[src/rtl/spu_pkg.sv]
// Shared SPU fetch types and constants: no-op encodings and the buffered instruction pair.
// Latency: none (types and constants only).
// Backpressure: none (types and constants only).
package spu_pkg;

    // Local-store byte address width carried in each buffered pair
    localparam int SPU_ADDR_W = 18;

    // Even-pipe and odd-pipe no-ops shown when no real pair is available
    localparam logic [31:0] SPU_NOP  = 32'h4020_0000;
    localparam logic [31:0] SPU_LNOP = 32'h0020_0000;

    // One fetched doubleword split into its two instruction slots
    typedef struct packed {
        logic [31:0]           i1;
        logic [31:0]           i2;
        logic [SPU_ADDR_W-1:0] pc;
    } fetch_pair_t;

endpackage

[src/rtl/pair_fifo.sv]
// Synchronous FIFO of generic element type with clear, count, empty, full and head.
// Latency: a pushed element is visible at the head one cycle after the push edge.
// Backpressure: a push into a full FIFO is accepted only together with a pop.
module pair_fifo #(
    parameter int  DEPTH = 4,
    parameter type T     = logic [7:0]
) (
    input  logic                   clk,
    input  logic                   reset,
    input  logic                   push,
    input  logic                   pop,
    input  logic                   clear,
    input  T                       push_data,
    output T                       head,
    output logic [$clog2(DEPTH):0] count,
    output logic                   empty,
    output logic                   full
);
    localparam int PW = $clog2(DEPTH);
    localparam int CW = PW + 1;

    T              mem [DEPTH];
    logic [PW-1:0] wr_ptr;
    logic [PW-1:0] rd_ptr;
    logic          do_push;
    logic          do_pop;

    assign empty   = (count == '0);
    assign full    = (count == CW'(DEPTH));
    assign do_pop  = pop & ~empty;
    assign do_push = push & (~full | do_pop);
    assign head    = mem[rd_ptr];

    // Element storage; contents are meaningless while the FIFO is empty, so no reset
    always_ff @(posedge clk) begin
        if (do_push && !clear) begin
            mem[wr_ptr] <= push_data;
        end
    end

    // Pointer and occupancy bookkeeping; clear empties the FIFO at the edge
    always_ff @(posedge clk) begin
        if (reset || clear) begin
            wr_ptr <= '0;
            rd_ptr <= '0;
            count  <= '0;
        end else begin
            if (do_push) wr_ptr <= wr_ptr + 1'b1;
            if (do_pop)  rd_ptr <= rd_ptr + 1'b1;
            count <= count + CW'(do_push) - CW'(do_pop);
        end
    end

endmodule

[src/rtl/fetch_unit.sv]
// Dual-issue fetch: credit-limited doubleword requests into a pair buffer feeding IF/ID.
// Latency: request to valid_IF is memory latency + 1 cycle; redirect to new request is 1 cycle.
// Backpressure: stall holds the head pair; requests stop once buffered + in-flight pairs fill the buffer.
module fetch_unit
    import spu_pkg::*;
#(
    parameter int                ADDR_W    = 18,
    parameter int                BUF_DEPTH = 4,
    parameter logic [ADDR_W-1:0] RESET_PC  = '0
) (
    input  logic              clk,
    input  logic              reset,
    input  logic              stall,
    input  logic              redirect,
    input  logic [ADDR_W-1:0] redirect_pc,
    output logic              mem_req,
    output logic [ADDR_W-1:0] mem_addr,
    input  logic              mem_ready,
    input  logic              mem_rvalid,
    input  logic [63:0]       mem_rdata,
    output logic [31:0]       instruction1_IF,
    output logic [31:0]       instruction2_IF,
    output logic [ADDR_W-1:0] pc_IF,
    output logic              valid_IF
);
    localparam int CW = $clog2(BUF_DEPTH) + 1;

    logic [ADDR_W-1:0] fpc;          // next address to request
    logic [ADDR_W-1:0] rpc;          // address of the next response that will be kept
    logic [CW-1:0]     outstanding;  // accepted requests not yet answered
    logic [CW-1:0]     discard;      // answers still owed to a flushed stream
    logic              odd_pending;  // first kept pair after an odd-word redirect
    logic [CW-1:0]     fifo_count;
    logic              fifo_empty;
    logic              fifo_full;
    logic [CW:0]       credit_used;
    logic [ADDR_W-1:0] target;
    logic              accept;
    logic              push;
    logic              pop;
    logic              unused_low_bits;
    fetch_pair_t       push_pair;
    fetch_pair_t       head_pair;

    assign target          = {redirect_pc[ADDR_W-1:3], 3'b000};
    assign unused_low_bits = ^redirect_pc[1:0];

    // Every in-flight request owns a buffer slot, so the buffer can never overflow
    assign credit_used = {1'b0, fifo_count} + {1'b0, outstanding};
    assign mem_req     = !reset && !redirect && !fifo_full && (credit_used < (CW+1)'(BUF_DEPTH));
    assign mem_addr    = fpc;
    assign accept      = mem_req && mem_ready;

    // A response in the redirect cycle belongs to the old stream and is always dropped
    assign push = mem_rvalid && !reset && !redirect && (discard == '0);
    assign pop  = !stall && !fifo_empty && !redirect;

    assign push_pair.i1 = odd_pending ? SPU_NOP : mem_rdata[63:32];
    assign push_pair.i2 = mem_rdata[31:0];
    assign push_pair.pc = SPU_ADDR_W'(rpc);

    pair_fifo #(
        .DEPTH (BUF_DEPTH),
        .T     (fetch_pair_t)
    ) u_fifo (
        .clk       (clk),
        .reset     (reset),
        .push      (push),
        .pop       (pop),
        .clear     (redirect),
        .push_data (push_pair),
        .head      (head_pair),
        .count     (fifo_count),
        .empty     (fifo_empty),
        .full      (fifo_full)
    );

    // Track in-flight requests and how many of them a redirect has orphaned
    always_ff @(posedge clk) begin
        if (reset) begin
            outstanding <= '0;
            discard     <= '0;
        end else begin
            outstanding <= outstanding + CW'(accept) - CW'(mem_rvalid);
            if (redirect) begin
                discard <= outstanding - CW'(mem_rvalid);
            end else if (mem_rvalid && (discard != '0)) begin
                discard <= discard - CW'(1);
            end
        end
    end

    // Request/response address pointers and the odd-target one-shot
    always_ff @(posedge clk) begin
        if (reset) begin
            fpc         <= RESET_PC;
            rpc         <= RESET_PC;
            odd_pending <= 1'b0;
        end else if (redirect) begin
            fpc         <= target;
            rpc         <= target;
            odd_pending <= redirect_pc[2];
        end else begin
            if (accept) fpc <= fpc + ADDR_W'(8);
            if (push) begin
                rpc         <= rpc + ADDR_W'(8);
                odd_pending <= 1'b0;
            end
        end
    end

    // Present the head pair, or a NOP/LNOP bubble when nothing real is buffered
    always_comb begin
        instruction1_IF = SPU_NOP;
        instruction2_IF = SPU_LNOP;
        pc_IF           = fpc;
        valid_IF        = 1'b0;
        if (!reset && !fifo_empty) begin
            instruction1_IF = head_pair.i1;
            instruction2_IF = head_pair.i2;
            pc_IF           = ADDR_W'(head_pair.pc);
            valid_IF        = 1'b1;
        end
    end

endmodule

[config.mk]
export PLATFORM = sky130hd
export DESIGN_NAME = fetch_unit
export DESIGN_NICKNAME = d
export VERILOG_FILES = /design/src/rtl/spu_pkg.sv /design/src/rtl/pair_fifo.sv /design/src/rtl/fetch_unit.sv
export SDC_FILE = /design/constraint.sdc
export NUM_CORES = 1
export LEC_CHECK = 0
export CORE_MARGIN = 1.5
export CORE_UTILIZATION = 28
export CTS_CLUSTER_SIZE = 10
export DETAILED_ROUTE_END_ITERATION = 10
export HOLD_SLACK_MARGIN = 0.06
export PLACE_DENSITY = 0.45
export SLEW_MARGIN = 30
export SYNTH_ARGS = -nofsm -noshare
export SYNTH_HDL_FRONTEND = slang
export SYNTH_HIERARCHICAL = 1
export SYNTH_SLANG_ARGS = --single-unit
export TNS_END_PERCENT = 10
[constraint.sdc]
create_clock -name clk -period 12.23 [get_ports clk]
set_input_delay 2.446 -clock clk [delete_from_list [all_inputs] [get_ports clk]]
set_output_delay 2.446 -clock clk [all_outputs]
set_load 0.02 [all_outputs]
# --- Word-level counts from Yosys, hierarchy flattened ---
# Memories as Yosys holds them, arrays and structs flattened. A register that Yosys moved wholly into a read port is not among the register bits.
# Cells that the tools add are included.
# W data, S select, Z words.
classes:
  addsub: 11
  magnitude_cmp: 1
  eq_ne: 1
  n_mux: 17
  n_bitwise: 5
  n_reduce_logical: 25
op_table:
  columns: ["operator", "n"]
  rows:
  - ["$mux W32", 3]
  - ["$mux W18", 5]
  - ["$add A18 B4 Y18 const B", 2]
  - ["$logic_and A1 B1 Y1", 12]
  - ["$sub A3 B1 Y3", 3]
  - ["$add A3 B1 Y3", 2]
  - ["$logic_not A3 Y1", 2]
  - ["$mux W3", 2]
  - ["$reduce_bool A2 Y1", 3]
  - ["$logic_not A1 Y1", 5]
  - ["$mux W1", 5]
  - ["$add A2 B1 Y2 const B", 2]
  - ["$add A3 B3 Y4", 1]
  - ["$lt A4 B3 Y1 const B", 1]
  - ["$mux W2", 2]
  - ["$eq A3 B3 Y1 const B", 1]
  - ["$reduce_bool A3 Y1", 1]
  - ["$sub A3 B1 Y3 const B", 1]
  - ["$and A1 B1 Y1", 2]
  - ["$not A1 Y1", 2]
  - ["$reduce_or A2 Y1", 1]
  - ["$logic_or A1 B1 Y1", 1]
  - ["$or A1 B1 Y1", 1]
word_totals:
  regBits: 50
  ram_bits: 328
  inputBits: 88
  out_inout_bits: 102
  n_memories: 1
mem_list:
  columns: ["name", "words", "width", "rd", "rd_clocked_by_memory_dff", "write_ports", "line_no", "source"]
  rows:
  - ["u_fifo.mem", 4, 82, 1, 1, 1, "pair_fifo.sv:22", "T mem [DEPTH];"]

# --- Logic depth before layout (Yosys ltp) ---
depth:
  depth_word: 10
  ltp_mapped: 11
  mapped_depth_nobuf: 11

# --- Cells and area by module ---
# Netlist, hierarchy kept.
by_module_without_submodules:
  columns: ["mod", "n_inst", "cells_per_inst", "area_per_inst_um2"]
  rows:
  - ["pair_fifo", 1, 477, 12320.6]
  - ["fetch_unit", 1, 387, 3047.9]

# --- Worst setup path before layout ---
# OpenSTA, ideal clock, no wires.
synth_path:
  kind: "input-to-reg"
  startpoint: "input port redirect"
  endpoint: "memory u_fifo/mem[0][0] in the netlist's numbering, enable pin"
  setup_ns: 0.640
  t_arrival_ns: 9.402
  path_slack_ns: 2.188
  path_stages: 6
  path_buffers: 2
  cell_sequence: "buf_1 clkbuf_1 nor3_1 or4b_4 nand2_4 nor3b_1"
synth_via:
  elab_chain_cells: 8
  elab_cells_between_ends: 10
  classes_between: "mux (2); bitwise (3); reduce/logical (5)"
synth_lines:
  columns: ["element", "line_no", "source"]
  rows:
  - ["start: declaration", "fetch_unit.sv:14", "input logic redirect,"]
  - ["$logic_not A1 Y1", "fetch_unit.sv:56", "assign pop = !stall && !fifo_empty && !redirect;"]
  - ["$logic_and A1 B1 Y1", "fetch_unit.sv:56", null]
  - ["net pop", "fetch_unit.sv:40", "logic pop;"]
  - ["$and A1 B1 Y1", "pair_fifo.sv:30", "assign do_pop = pop & ~empty;"]
  - ["$or A1 B1 Y1", "pair_fifo.sv:31", "assign do_push = push & (~full | do_pop);"]
  - ["$and A1 B1 Y1", "pair_fifo.sv:31", null]
  - ["$logic_and A1 B1 Y1", "pair_fifo.sv:36", "if (do_push && !clear) begin"]
  - ["$mux W1", "pair_fifo.sv:36", null]
  - ["$mux W1 (implied by the code)", "pair_fifo.sv:37", "mem[wr_ptr] <= push_data;"]
  - ["end: declaration", "pair_fifo.sv:22", null]
# The timed path passes the listed nets, and every way through them passes these cells.

# --- Final worst setup path ---
layout_path:
  startpoint: "input port reset"
  endpoint: "output port pc_IF[16]"
layout_via:
  elab_chain_cells: 3
layout_lines:
  columns: ["element", "line_no", "source"]
  rows:
  - ["start: declaration", "fetch_unit.sv:12", "input logic reset,"]
  - ["$logic_not A1 Y1", "fetch_unit.sv:118", "if (!reset && !fifo_empty) begin"]
  - ["$logic_and A1 B1 Y1", "fetch_unit.sv:118", null]
  - ["$mux W18", "fetch_unit.sv:118", null]
  - ["end: declaration", "fetch_unit.sv:23", "output logic [ADDR_W-1:0] pc_IF,"]
# No other way between the ends.

==> results.md <==
* Crit-path max FO at 53
* Setup-failing EPs final at 0
* Synth cell types at 60
* Area fraction in compound gates after synthesis at 0.0290
* Routed WL at 36800 um
* Clock power frac at 0.423
* First-pass GRT wire length at 55600 um
* Root buffer cell: clkbuf_16
* RSZ-0062 raised after global routing: false
* IO Port Bufs at approximately 180
* CP bufs+invs at 4
* Crit path from: reset
* RR Startpoint: u_fifo/count[1]
* Row count at between 80 and 90
* DRT iter0 DRCs at roughly 420
* Post-synthesis sequential area ratio at 0.701
* Top FF cell, synth: edfxtp_1
* Antenna Nets Post-Route at 0
* Post-CTS sizing at 0
* Die area at 56300 sq um
* Via count at between 8000 and 9000
* Worst-Margin Slew at ~0.95 ns
* Simple-Gate Fraction of Synth Area at 0.0877
* Total track usage at 0.132
* Worst Hold Class: reg2reg
* CTS tree: built
* Vias in the first global route at a little under 9000
* Area grow syn2layout at 25.4%
* Setup TNS at 0 ns
* Max Clock Skew at 0.0131 ns
* Seq cells post-synth at ~370
* Slowest cell on the critical path: nor2_4
* Crit path cell chain: buf_2 > buf_4 > nor2_4 > buf_4 > mux2_2 > clkdlybuf4s50_1
* Power Density at between 100 and 150 nW/um^2
* Most frequent cell after synthesis: edfxtp_1
* Stages on worst setup path at 6
* Clock latency at the later pin of the worst-skew pair at about 0.55 ns
* # Post-CTS Setup Buffers at 0
* Sw Ratio at 0.211
* VDD IR max at 0.0935 mV
* Worst Reg2Reg Path Length in Cells at 10
* Fmax achieved at between 100 and 150 MHz
* Period minus WS final at 7.52 ns
* Combinational group share of total power at 0.058
* Final hold viol count at 0
* Psw at between 0.0005 and 0.0006 W
* Max-slew violations at 0
* Number of antenna violations at the first check in global routing at 1
* Mux cell area share after synthesis at 0.134
* Clock sink count at 374
* Gp weighted congestion at 0.685
* Synth top area cells: edfxtp_1, mux4_2, dfxtp_1
* I/O pin count at 190
* DR pass1 iterations at 7
* Syn Inst Count at roughly 860
* Cell family with most CP delay: buffers and inverters
* Startpoint types: input pin
* Clk slew on worst S/H paths at around 0.05 ns
* Layout Cells excl Fill at ~1800
* Final period util at 0.615
* Post-Synth Adder-Cell Area at 0.0148
* # H-tree levels at 2
* Worst EP required at between 9 and 10 ns
* MaxCap Viol Count at 0
* Num CTS Buffers at 45
* Yosys warnings at 6
* Share of cells above drive strength 1 at 0.165
* Synth cell count leaders: edfxtp_1, mux4_2, and2_1, dfxtp_1, nor2b_1
* WP data arrival at 5.07 ns
* Syn Area/Cell at ~18 sq um
* Number of synthesized flops with an enable pin at around 330
* Residual DRC at 0
* WHS at 0.481 ns
* DP Cell Count at between 1500 and 2000
* CP Capture Type: primary output
* Highest cell delay on the worst timing path at ~0.67 ns
* Sequential share of power at 0.519
* Cells on Worst Hold Path at 2
* Largest family of logic cells by synthesized area: multiplexers
* Leak at between 6 and 7 nW
* Crit path kind: in2out
* DIE WIDTH at about 240 um
* P_int at between 0.002 and 0.0025 W
* Status: finished clean
* Area leader, netlist: edfxtp_1
* Asr flop ratio synth at 0
* Core box area at 54000 sq um
* Routed vias/inst at roughly 4.6
* Routed len/inst at ~21 um
* Synthesized cell area at 15400 sq um
* Final core occ at 0.357
* Post-Synth XOR/XNOR Area at 0.0108
* Cell mode on critical path: buf_4
* Congestion Overflow GR at 0
* Synth top area share at 0.641
* Die Span Y at 237 um
* Clk buf depth at 3
* Fin nets at ~1200
* Slew HR at 0.369
* Initial Utilization at 0.284
* Detail Placement HPWL at 21700 um
* Largest net degree at the start of global routing at 56
* CTS Hold Buffers Added at 0
* HP Start: odd_pending
cell type report:
| cell class | instances | area, sq um |
|---|---|---|
| Timing Repair Buffer | 200 | 1980 |
| Clock inverter | 5 | 46.3 |
| Antenna cell | 1 | 2.50 |
| Fill cell | 5168 | 34800 |
| Multi-Input combinational cell | 441 | 4340 |
| Tap cell | 696 | 871 |
| Inverter | 17 | 63.8 |
| Sequential cell | 374 | 10800 |
| Clock buffer | 60 | 1190 |
power groups by stage:
| stage | combinational, W | sequential [W] | clock [W] |
|---|---|---|---|
| 2_1_floorplan | 0.0000851 | 0.00146 | 0 |
| 3_3_place_gp | 0.000161 | 0.00146 | 0 |
| 3_5_place_dp | 0.000162 | 0.00146 | 0 |
| 4_1_cts | 0.000164 | 0.00143 | 0.00122 |
| 5_1_grt | 0.000178 | 0.00143 | 0.00126 |
| 6_report | 0.000160 | 0.00143 | 0.00117 |
kinds of logic after synthesis:
group | Yosys count
multiplexers | 102
XOR/XNOR | 19
flip-flops | 374
AO/OA/AOI/OAI | 64
other | 1
AND/OR/NAND/NOR | 224
buffers and inverters | 63
adder cells (fa/ha/maj) | 17
state kept, by name, summed over array words and instances, names as in the netlist, named ones only:
name and flops:
u_fifo/mem 328, mem_addr 15, rpc 15, discard 3
outstanding 3, u_fifo/count 3, u_fifo/rd_ptr 2, u_fifo/wr_ptr 2
odd_pending 1
metal layers:
metal,track usage,vias up,wire length (um)
met5,0,-,0
met4,0.0351,0,758
met3,0.0266,57,1560
met2,0.219,180,17900
met1,0.176,4275,16600
li1,-,3821,-
worst register-to-register path, cell delays in order, from the launching register on:
cell and delay (ns):
dfxtp_1 0.39, nor3_1 0.66, nor3_1 0.19, or4b_4 0.55
nand3_1 0.11, nand2_1 0.06, ha_1 0.19, fa_1 0.38
xnor2_1 0.18, xnor2_1 0.14, nor3_1 0.06
cells in the final DEF, fill, tap and decap left out, types with 11 or more instances in the layout:
cell	instances
nand3_1	15
inv_1	16
clkbuf_16	45
nor2b_1	33
mux4_2	82
xor2_1	11
buf_4	14
ha_1	15
clkdlybuf4s50_1	183
a21oi_1	15
dfxtp_1	44
edfxtp_1	328
nor3_1	13
mux2_2	14
and2_1	67
clkbuf_1	14
nand4_1	11
nor2_1	15
conb_1	15
nand2_1	23
through the flow:
| stage | setup slack, ns | total power [W] | instance area, sq um |
|---|---|---|---|
| 4_1_cts | 4.58 | 0.00281 | 19200 |
| 5_1_grt | 4.50 | 0.00288 | 19300 |
| 3_5_place_dp | 4.58 | 0.00162 | 18000 |
| 3_3_place_gp | 4.64 | 0.00162 | 18000 |
| 6_report | 4.71 | 0.00276 | 19300 |
| 2_1_floorplan | 2.19 | 0.00154 | 15400 |
final timing paths:
| kind | end | slack [ns] |
|---|---|---|
| worst min-delay path | odd_pending | 0.48 |
| worst min register to register | odd_pending | 0.48 |
| worst max-delay path | pc_IF[16] | 4.71 |
| worst max register to register | u_fifo/count[2] | 9.19 |
No activity file was read; power rests on OpenSTA's default activity.
